`config.mk`:
```
export PLATFORM = sky130hd
export DESIGN_NAME = blink_monitor
export DESIGN_NICKNAME = d
export VERILOG_FILES = /design/src/rtl/blink_monitor.sv
export SDC_FILE = /design/constraint.sdc
export NUM_CORES = 1
export LEC_CHECK = 0
export CORE_MARGIN = 2
export CORE_UTILIZATION = 61
export DETAILED_ROUTE_END_ITERATION = 7
export PLACE_DENSITY = 0.84
export SLEW_MARGIN = 0
export SYNTH_ARGS = -nofsm -noshare
export SYNTH_HDL_FRONTEND = slang
export SYNTH_SLANG_ARGS = --single-unit
```
`constraint.sdc`:
```
create_clock -name clk -period 4.45 [get_ports clk]
set_clock_uncertainty 0.05 [all_clocks]
set_input_delay 0.89 -clock clk [delete_from_list [all_inputs] [get_ports clk]]
set_output_delay 0.89 -clock clk [all_outputs]
set_load 0.005 [all_outputs]
```
`src/rtl/blink_monitor.sv`:
```
// Measures the half-period of a slow asynchronous blink signal and reports lock/timeout status.
// Optional BLINK_MON_COUNT_EN puts a wrapping 5-bit count of period_valid pulses on leds[7:3].
module blink_monitor #(
    parameter int unsigned CLK_FREQ = 25_000_000,
    parameter int unsigned TOL_DIV  = 8
) (
    input  logic        clk,
    input  logic        rst_n,
    input  logic        blink_in,
    output logic [31:0] half_period,
    output logic        period_valid,
    output logic        locked,
    output logic        timeout,
    output logic [7:0]  leds
);

    localparam logic [31:0] NOMINAL = 32'(CLK_FREQ / 2);
    localparam logic [31:0] TOL     = NOMINAL / 32'(TOL_DIV);
    localparam logic [31:0] LIMIT   = 32'(CLK_FREQ);
    localparam logic [31:0] TOL_LO  = NOMINAL - TOL;
    localparam logic [31:0] TOL_HI  = NOMINAL + TOL;

    typedef enum logic {
        IDLE,
        MEASURE
    } state_t;

    state_t      state;
    logic        sync1;
    logic        sync2;
    logic        sync3;
    logic [31:0] cnt;
    logic [1:0]  good;

    logic        blink_edge;
    logic [31:0] meas;
    logic        in_tol;
    logic [1:0]  good_next;

    assign blink_edge = sync2 ^ sync3;
    assign meas       = cnt + 32'd1;
    assign in_tol     = (meas >= TOL_LO) && (meas <= TOL_HI);
    assign good_next  = !in_tol ? 2'd0 : ((good == 2'd2) ? 2'd2 : good + 2'd1);

    // sync1/sync2 resolve metastability; sync3 is the previous sample for edge detection
    always_ff @(posedge clk) begin
        if (!rst_n) begin
            sync1 <= 1'b0;
            sync2 <= 1'b0;
            sync3 <= 1'b0;
        end else begin
            sync1 <= blink_in;
            sync2 <= sync1;
            sync3 <= sync2;
        end
    end

    always_ff @(posedge clk) begin
        if (!rst_n) begin
            state        <= IDLE;
            cnt          <= 32'd0;
            good         <= 2'd0;
            half_period  <= 32'd0;
            period_valid <= 1'b0;
            locked       <= 1'b0;
            timeout      <= 1'b0;
        end else begin
            period_valid <= 1'b0;
            case (state)
                IDLE: begin
                    if (blink_edge) begin
                        cnt     <= 32'd0;
                        timeout <= 1'b0;
                        state   <= MEASURE;
                    end
                end
                MEASURE: begin
                    // An edge arriving on the last counted cycle still counts as a measurement
                    if (blink_edge) begin
                        half_period  <= meas;
                        period_valid <= 1'b1;
                        good         <= good_next;
                        locked       <= (good_next == 2'd2);
                        cnt          <= 32'd0;
                    end else if (cnt == LIMIT - 32'd1) begin
                        timeout <= 1'b1;
                        locked  <= 1'b0;
                        good    <= 2'd0;
                        cnt     <= 32'd0;
                        state   <= IDLE;
                    end else begin
                        cnt <= cnt + 32'd1;
                    end
                end
                default: state <= IDLE;
            endcase
        end
    end

`ifdef BLINK_MON_COUNT_EN
    logic [4:0] pv_count;

    // Counts alongside the measurement so leds[7:3] changes in the same cycle as period_valid
    always_ff @(posedge clk) begin
        if (!rst_n) begin
            pv_count <= 5'd0;
        end else if (state == MEASURE && blink_edge) begin
            pv_count <= pv_count + 5'd1;
        end
    end

    assign leds = {pv_count, timeout, locked, sync2};
`else
    assign leds = {5'd0, timeout, locked, sync2};
`endif

endmodule

```
==> reports/summary.txt, run 1 <==
Status: completed
HPWL Detailed: 6460 um
CTS buffer count: 9
Crit Reg-Reg Startpoint: cnt[0]$_SDFFE_PN0P_
Worst path top cell family by delay: simple AND/OR/NAND/NOR gates
R2R depth: 9
Worst Tran Pin Value: 1.10 ns
Multiplexer area fraction after synthesis: 0.00515
TritonCTS clock tree: yes
Compound-Gate Fraction of Synth Area: 0.208
Fin nets: 531
Crit. End Element: flop
Drt drc: 0
Simple-Gate Fraction of Synth Area: 0.290
Total number of yosys warnings: 0
Worst Hold Depth: 1
Initial DRC Count: 268
Hold buffers post-CTS: 0
Die Y: 86.2 um
Max VDD drop: 0.197 mV
Clock latency on the worst-skew pair: 0.35 ns
Root Driver: clkbuf_8
Detail Route Antenna Nets: 0
Clock transition at path regs: 0.08 ns
Min-Delay Endpoint: sync2$_SDFF_PN0_
Seq/Total Area, Yosys: 0.354
Min-delay worst type: flop to flop
Number of diodes: 0
Clk buf depth: 2
Sink Count: 73
R2r setup slk: 1.17 ns
Routed vias/inst: 6.22
Synth Instances: 517
Core Rows: 29
Post-synthesis xor/xnor area fraction: 0.0700
Hold Startpoint: sync1$_SDFF_PN0_
Synth Flop Type: dfxtp_1
Worst Path Arrival: 3.49 ns
Pwr Density: 274 nW/um2
Via count: 3776
Max_slew headroom: 0.265
Post-CTS Resized: 0
Total grt overflow: 0
# fillers: 514
WL per Instance: 16.3 um
# setup viols final: 0
Period utilization: 0.737
Combinational family with the most area after synthesis: simple AND/OR/NAND/NOR gates
Avg Cell Area, Syn: 7.98 um2
Area of the core: 6460 um2
Pre-CTS setup slack: 1.25 ns
RSZ-0062 raised after global routing: false
CP Max Fanout: 11
Tot GR Track Use: 0.280
Max cap viols: 0
Critical Path RT: 4.66 ns
WHS: 0.392 ns
Antenna violations before repair: 0
Slowest cell delay on critical path: 0.50 ns
Total power: 0.00127 W
Initial Util: 0.639
Synth cell types: 58
Critical path buffers and inverters: 0
Final min period: 3.28 ns
Yosys reg bits: 73
Final worst slack: 1.17 ns
CP Cell Sequence: ha_1 -> and4_1 -> nand3_1 -> nor2_1 -> xnor2_1 -> nor4bb_1 -> nand4b_1 -> a211o_1 -> o31ai_1
Largest net degree at the start of global routing: 71
CP Class: flop to flop
FF-to-FF End: good[1]$_SDFFE_PN0P_
Die Wd: 86.2 um
Final-report hold violation count: 0
Syn Std Cell Area: 4130 um2
Post-synth EDFFs: 0
Post-Synth Adder-Cell Area: 0.00910
Post-CTS Setup Bufs: 0
Fraction of layout cells with a size suffix above 1: 0.0566
Final WL: 9870 um
Synth-to-Final Area Change: 12.0%
Vias in the first global route: 3462
Routability cong.: 0.893
Slowest CP cell: dfxtp_1
Die area: 7440 um2
Ports: 46
# H-tree levels: 3
LEAKAGE: 1.84 nW
Port bufs: 40
DRT Pass-1 Iters: 5
Max-slew violations: 0
Post-synth ARST share: 0
Fin Setup TNS: 0 ns
Fmax: 0.305 GHz
First-pass GRT wire length: 16600 um
Fin util: 0.716
Critical Path Start Type: flop
==> metal layers <==
layer	wire length [um]	up-vias	global-route usage	part of all wire
li1	-	1825	-	-
met1	4390	1781	0.369	0.45
met2	4590	140	0.440	0.46
met3	559	30	0.0495	0.057
met4	328	0	0.145	0.033
met5	0	-	0	0
==> cell usage after synthesis, types with 14 or more instances <==
cell type / instances / share of area
dfxtp_1: 73 / 0.35
nand2_1: 66 / 0.060
nor2_1: 36 / 0.033
clkbuf_1: 32 / 0.029
o21ai_0: 31 / 0.038
o211a_1: 26 / 0.063
nand3_1: 21 / 0.025
xnor2_1: 19 / 0.040
a21oi_1: 18 / 0.022
nor3_1: 17 / 0.021
and2_1: 16 / 0.024
xor2_1: 14 / 0.030
==> sequential cells by signal, indices dropped and copies added (netlist names) <==
| register | flops |
|---|---|
| good | 2 |
| locked | 1 |
| sync3 | 1 |
| sync1 | 1 |
| sync2 | 1 |
| state | 1 |
| half_period | 32 |
| period_valid | 1 |
| timeout | 1 |
| cnt | 32 |
==> worst max-delay path by stage <==
stage	start	cells after the start	slack, ns	end
finish	cnt[0]$_SDFFE_PN0P_	9	1.17	good[1]$_SDFFE_PN0P_
global route	cnt[0]$_SDFFE_PN0P_	9	0.88	locked$_SDFFE_PN0P_
CTS	cnt[0]$_SDFFE_PN0P_	9	1.23	good[1]$_SDFFE_PN0P_
detailed placement	cnt[0]$_SDFFE_PN0P_	9	1.25	good[1]$_SDFFE_PN0P_
global placement	cnt[0]$_SDFFE_PN0P_	9	1.43	locked$_SDFFE_PN0P_
floorplan	cnt[0]$_SDFFE_PN0P_	10	1.88	locked$_SDFFE_PN0P_
==> power breakdown <==
| group | internal (W) | total, W | switching, W |
|---|---|---|---|
| combinational | 0.0000327 | 0.0000827 | 0.0000499 |
| sequential | 0.000663 | 0.000671 | 0.00000812 |
| clock | 0.000273 | 0.000515 | 0.000241 |
| total | 0.000969 | 0.00127 | 0.000299 |
==> cell usage in the layout, fill, tap and decap left out, types with 15 or more instances in the layout <==
| cell type | netlist | final |
|---|---|---|
| nor2_1 | 36 | 36 |
| a21oi_1 | 18 | 17 |
| xnor2_1 | 19 | 19 |
| clkdlybuf4s50_1 | 0 | 39 |
| dfxtp_1 | 73 | 73 |
| o21ai_0 | 31 | 31 |
| and2_1 | 16 | 15 |
| o211a_1 | 26 | 26 |
| nand3_1 | 21 | 21 |
| nand2_1 | 66 | 66 |
| nor3_1 | 17 | 17 |
==> metrics by stage <==
step,area (um2),instances
floorplan,4140,521
global placement,4430,591
detailed placement,4430,591
CTS,4620,607
global route,4620,607
finish,4620,607
==> final cells by class <==
type / count / area, um2 / area share
well taps: 77 / 96.3 / 0.0208
clock inverters: 3 / 40.0 / 0.00866
inverters: 8 / 30.0 / 0.00650
flip-flops and latches: 73 / 1460 / 0.316
clock buffers: 13 / 149 / 0.0322
multi-input cells: 390 / 2430 / 0.525
repair buffers: 43 / 418 / 0.0904
==> kinds of logic (layout without fill, tap and decap cells) <==
family,after synthesis,in the layout
xor gates and xnor gates,33,33
and+or+nand+nor,227,227
other,1,5
muxes,2,2
DFF,73,73
adders and majority gates,3,3
buffers and inverters,58,67
AOI/OAI and AO/OA,120,120
Note: power is estimated with default switching activity, not from simulation.
==> inputs of run 2 (changes only) <==
--- a/config.mk
+++ b/config.mk
@@ -6,9 +6,9 @@
 export NUM_CORES = 1
 export LEC_CHECK = 0
 export CORE_MARGIN = 2
-export CORE_UTILIZATION = 61
+export CORE_UTILIZATION = 51
 export DETAILED_ROUTE_END_ITERATION = 7
-export PLACE_DENSITY = 0.84
+export PLACE_DENSITY = 0.74
 export SLEW_MARGIN = 0
 export SYNTH_ARGS = -nofsm -noshare
 export SYNTH_HDL_FRONTEND = slang
==> constraint.sdc (replaced) <==
create_clock -name clk -period 2.9 [get_ports clk]
set_clock_uncertainty 0.05 [all_clocks]
set_input_delay 0.58 -clock clk [delete_from_list [all_inputs] [get_ports clk]]
set_output_delay 0.58 -clock clk [all_outputs]
set_load 0.005 [all_outputs]
==> run 2 against run 1 <==
Non-clock buffer count grew 26. Critical path depth is the same. Critical path type unchanged. Wire length grew 4.6%. Sequential power grew 54%. First-iteration DRC count shrank 44%.
==> reports/summary.txt, run 2 (synthesis gave the netlist of run 1 again) <==
Post-route insts no fill: 658
Synth-to-Final Area Change: 18.5%
Final min period: 2.79 ns
First-pass GRT wire length: 17400 um
Tot GR Track Use: 0.248
Total grt overflow: 0
Fmax: 0.358 GHz
Clk buf depth: 2
Core Rows: 32
Vias in the first global route: 3655
Post-CTS Setup Bufs: 0
Pwr Density: 403 nW/um2
DRT Pass-1 Iters: 5
Final WL: 10300 um
DR top layer: met4
Die area: 8830 um2
CTS buffer count: 9
HPWL Detailed: 7400 um
Status: completed
Max cap viols: 0
Largest net degree at the start of global routing: 46
Area of the core: 7770 um2
Drt drc: 0
Slowest CP cell: dfxtp_1
Clock latency on the worst-skew pair: 0.35 ns
Routed wl met2: 4980 um
Ports: 46
Critical Path Start Type: flop
Initial DRC Count: 149
Number of diodes: 0
Via count: 3861
# setup viols final: 0
Placed inst area: 4670 um2
CP Class: flop to flop
Antenna violations before repair: 0
TritonCTS clock tree: yes
Period utilization: 0.963
Worst Path Arrival: 2.99 ns
Commonest cells after routing, fill and taps aside: dfxtp_1, nand2_1, clkdlybuf4s50_1
CP Cell Sequence: buf_4 -> and3_1 -> nand3_1 -> nor3_1 -> xnor2_1 -> nor4bb_2 -> nand4b_1 -> a211o_1 -> o31ai_1
LEAKAGE: 1.99 nW
Final-report hold violation count: 0
WL per Instance: 15.7 um
Sink Count: 73
Fin nets: 557
Final instance area: 4890 um2
Largest registers: cnt (32), half_period (32), good (2)
Max_slew headroom: 0.395
WHS: 0.410 ns
Die Y: 94.0 um
FF/Latch Area: 1460 um2
Initial Util: 0.531
Routed vias/inst: 5.87
Port bufs: 40
Hold buffers post-CTS: 0
Max VDD drop: 0.303 mV
Slowest cell delay on critical path: 0.39 ns
Crit. End Element: flop
Multi-input logic area: 2450 um2
Fraction of layout cells with a size suffix above 1: 0.112
Detail Route Antenna Nets: 0
Critical Path RT: 3.10 ns
CP Max Fanout: 6
M1 wire length: 4650 um
Max-slew violations: 0
# H-tree levels: 3
Routability cong.: 0.879
Post-CTS Resized: 0
Die Wd: 94.0 um
Fin util: 0.629
Root Driver: clkbuf_8
# fillers: 726
Min-delay worst type: flop to flop
Placed instance count: 642
Worst Tran Pin Value: 0.905 ns
Wire length on met3: 448 um
Commonest non-fill, non-tap cell in the layout: dfxtp_1
Clock transition at path regs: 0.08 ns
[run 2: cell types whose count changed in the layout (fill, tap and decap cells not counted), sizes merged]
cell      change
inv           +1
clkbuf        -3
clkinvlp      +2
buf          +26
[run 2: per-layer routing]
layer	GRT usage	vias to the layer above
li1	-	1878
met1	0.310	1856
met2	0.418	109
met3	0.0385	18
met4	0.110	0
met5	0	-
[run 2: path summary, 6_finish.rpt]
path,slack (ns),cells past startpoint,endpoint,start
worst max-delay path,0.11,9,good[0]$_SDFFE_PN0P_,cnt[10]$_SDFFE_PN0P_
worst min-delay path,0.41,1,sync2$_SDFF_PN0_,sync1$_SDFF_PN0_
worst max register to register,0.11,9,good[0]$_SDFFE_PN0P_,cnt[10]$_SDFFE_PN0P_
worst min register to register,0.41,1,sync2$_SDFF_PN0_,sync1$_SDFF_PN0_
[run 2: worst max-delay path, delay by kind of cell, from the launching register on]
kind,cells,cell delay [ns]
xor gates and xnor gates,1,0.23
AOI/OAI and AO/OA,2,0.61
buffers and inverters,1,0.18
DFF,1,0.39
and+or+nand+nor,5,1.24
[run 2: final cells by class]
cell class / count / share of cell area
multi-input cells: 390 / 0.500
clock inverters: 6 / 0.0138
repair buffers: 69 / 0.128
flip-flops and latches: 73 / 0.299
clock buffers: 10 / 0.0261
well taps: 102 / 0.0261
inverters: 8 / 0.00614
[run 2: metrics by stage]
step                total power [W]  setup WS [ns]  TNS, ns
finish                      0.00197          0.107        0
floorplan                   0.00113          0.331        0
detailed placement          0.00119         0.0406        0
global placement            0.00118          0.224        0
CTS                         0.00199         0.0362        0
global route                0.00205        -0.0111  -0.0111
[run 2: power breakdown]
part | leakage, nW | total, W | internal [W] | switching (W)
combinational | 1.31 | 0.000136 | 0.0000558 | 0.0000802
clock | 0.0929 | 0.000808 | 0.000401 | 0.000407
sequential | 0.591 | 0.00103 | 0.00102 | 0.0000105
total | 1.99 | 0.00197 | 0.00147 | 0.000498
==> variant (flow settings as in run 2) <==
Change the parameter `CLK_FREQ` from 25_000_000 to 18_750_000.
--- a/src/rtl/blink_monitor.sv
+++ b/src/rtl/blink_monitor.sv
@@ -1,7 +1,7 @@
 // Measures the half-period of a slow asynchronous blink signal and reports lock/timeout status.
 // Optional BLINK_MON_COUNT_EN puts a wrapping 5-bit count of period_valid pulses on leds[7:3].
 module blink_monitor #(
-    parameter int unsigned CLK_FREQ = 25_000_000,
+    parameter int unsigned CLK_FREQ = 18_750_000,
     parameter int unsigned TOL_DIV  = 8
 ) (
     input  logic        clk,
Behaviour: no difference found for any inputs over 10 cycles, from zero or initial values and one cycle with rst_n low; that may be too few to reach the edited logic, so the function may still have changed.
==> variant against run 2 <==
- sequential cell count did not move
- design area rose by 2.1%
- cell count grew 0.91%
- combinational power grew 6%
- wire length increased by 4.1%
- clock power decreased by 2%
- utilization shrank 2.2 points
- setup slack better by 0.030 ns
- count of clock-buffer cells in the layout unchanged
- power shrank 0.55%
- synthesized area up 4.4%
- largest cell class unchanged
- highest routed layer unchanged
==> variant: results (changes against run 2) <==
qor: power_and_ir_drop.vdd.ir_drop.worst 0.326 mV [was 0.303 mV]
qor: route.initialDrtViolationCount 249 [was 149]
qor: power_and_ir_drop.cellLeakagePower 2.01 nW [was 1.99 nW]
qor: yosys.asyncSetResetFlopFracSynth 0% [unchanged]
qor: global_route.grt_start_max_net_pins 61 [was 46]
qor: critical_path.worstPathMaxFanout 10 [was 6]
qor: yosys.ys_types 64 [was 58]
qor: placed_design.place.detailed.hpwl 7.66 mm [was 7.40 mm]
qor: finish.layout-area-overhead-vs-synth 15.8% [was 18.5%]
qor: global_route.number_of_global_route_vias_before_repair 3590 [was 3655]
qor: critical_path.worstPathArrival 3.00 ns [was 2.99 ns]
qor: outcome.run_status finished clean [unchanged]
qor: placed_design.dpl_cell_area 4790 sq um [was 4670 sq um]
qor: global_route.grt_antenna_before_repair 0 [unchanged]
qor: yosys.synth.top_cells.by_count sky130_fd_sc_hd__nand2_1 (79), sky130_fd_sc_hd__dfxtp_1 (73), sky130_fd_sc_hd__o21ai_0 (37), sky130_fd_sc_hd__o211a_1 (27) [was sky130_fd_sc_hd__dfxtp_1 (73), sky130_fd_sc_hd__nand2_1 (66), sky130_fd_sc_hd__nor2_1 (36), sky130_fd_sc_hd__clkbuf_1 (32), sky130_fd_sc_hd__o21ai_0 (31)]
qor: critical_path.critPathMaxStageDelay 0.50 ns [was 0.39 ns]
qor: finish.final.fill_count 721 [was 726]
qor: global_route.grt_pass1_wl 17.6 mm [was 17.4 mm]
qor: route.avgRoutedWirePerCell 16.2 um [was 15.7 um]
qor: critical_path.worst_r2r_path_depth 8 [was 9]
qor: route.route.vias.total 3899 [was 3861]
qor: finish.fraction_of_final_layout_cells_with_drive_strength_greater_than_1 12.3% [was 11.2%]
qor: placed_design.routabilityCongestion 0.997 [was 0.879]
qor: yosys.biggest_area_contributors_in_the_synthesized_netlist sky130_fd_sc_hd__dfxtp_1 (34%), sky130_fd_sc_hd__nand2_1 (6.9%), sky130_fd_sc_hd__o211a_1 (6.3%) [was sky130_fd_sc_hd__dfxtp_1 (35%), sky130_fd_sc_hd__o211a_1 (6.3%), sky130_fd_sc_hd__nand2_1 (6.0%)]
qor: hold_path.min_delay_path_depth 1 [unchanged]
qor: global_route.global_route.usage.total 24.7% [was 24.8%]
qor: sta.worst_slew_pin_tran 0.809 ns [was 0.905 ns]
qor: placed_design.io_buffer_count 40 [unchanged]
qor: finish.fin_nets 563 [was 557]
qor: placed_design.pre_cts_ws 0.125 ns [was 0.0406 ns]
## variant: final timing paths
path | end | slack, ns | startpoint
max | good[1] | 0.14 | cnt[4]
min | sync2 | 0.39 | sync1
max reg2reg | good[1] | 0.14 | cnt[4]
min reg2reg | sync2 | 0.39 | sync1
## variant: kinds of logic (layout without fill, tap and decap cells)
group           Yosys count  in the layout  synth area share, %
compound gates          118            118                 19.3
xor+xnor                 35             35                 7.11
fa+ha+maj                 5              5                 1.45
buf+inv                  66             91                 7.40
flops                    73             73                 33.9
mux                       6              6                 1.42
other cells               1              5               0.0870
simple gates            226            226                 29.4
## variant: metrics by stage
stage | std cells | power [mW]
2_1_floorplan | 534 | 1.14
3_3_place_gp | 649 | 1.19
3_5_place_dp | 649 | 1.19
4_1_cts | 664 | 1.98
5_1_grt | 664 | 2.04
6_report | 664 | 1.96
## variant: routing by layer
metal  vias to the layer above  track usage (%)  wire, um
li1                       1895                -         -
met1                      1861             31.3      4780
met2                       125             40.9      5210
met3                        18             4.70       529
met4                         0             10.7       233
met5                         -                0         0
## variant: power by group
group / leakage [nW] / switching, mW / internal, mW / total [mW]
sequential: 0.591 / 0.00821 / 1.02 / 1.02
combinational: 1.32 / 0.0856 / 0.0583 / 0.144
clock: 0.0981 / 0.378 / 0.414 / 0.792
total: 2.01 / 0.472 / 1.49 / 1.96
## variant: area by class of cell
type	instances	area share, %
multi-input cells	395	51.3
flip-flops and latches	73	29.4
repair buffers	66	12.1
clock buffers	10	2.76
well taps	105	2.63
clock inverters	5	1.13
inverters	10	0.752
## variant: critical path, delay by kind of cell, from the launching register on
family,cells,cell delay [ns]
flip-flops,1,0.50
AO/OA/AOI/OAI,4,0.86
AND/OR/NAND/NOR,4,1.29
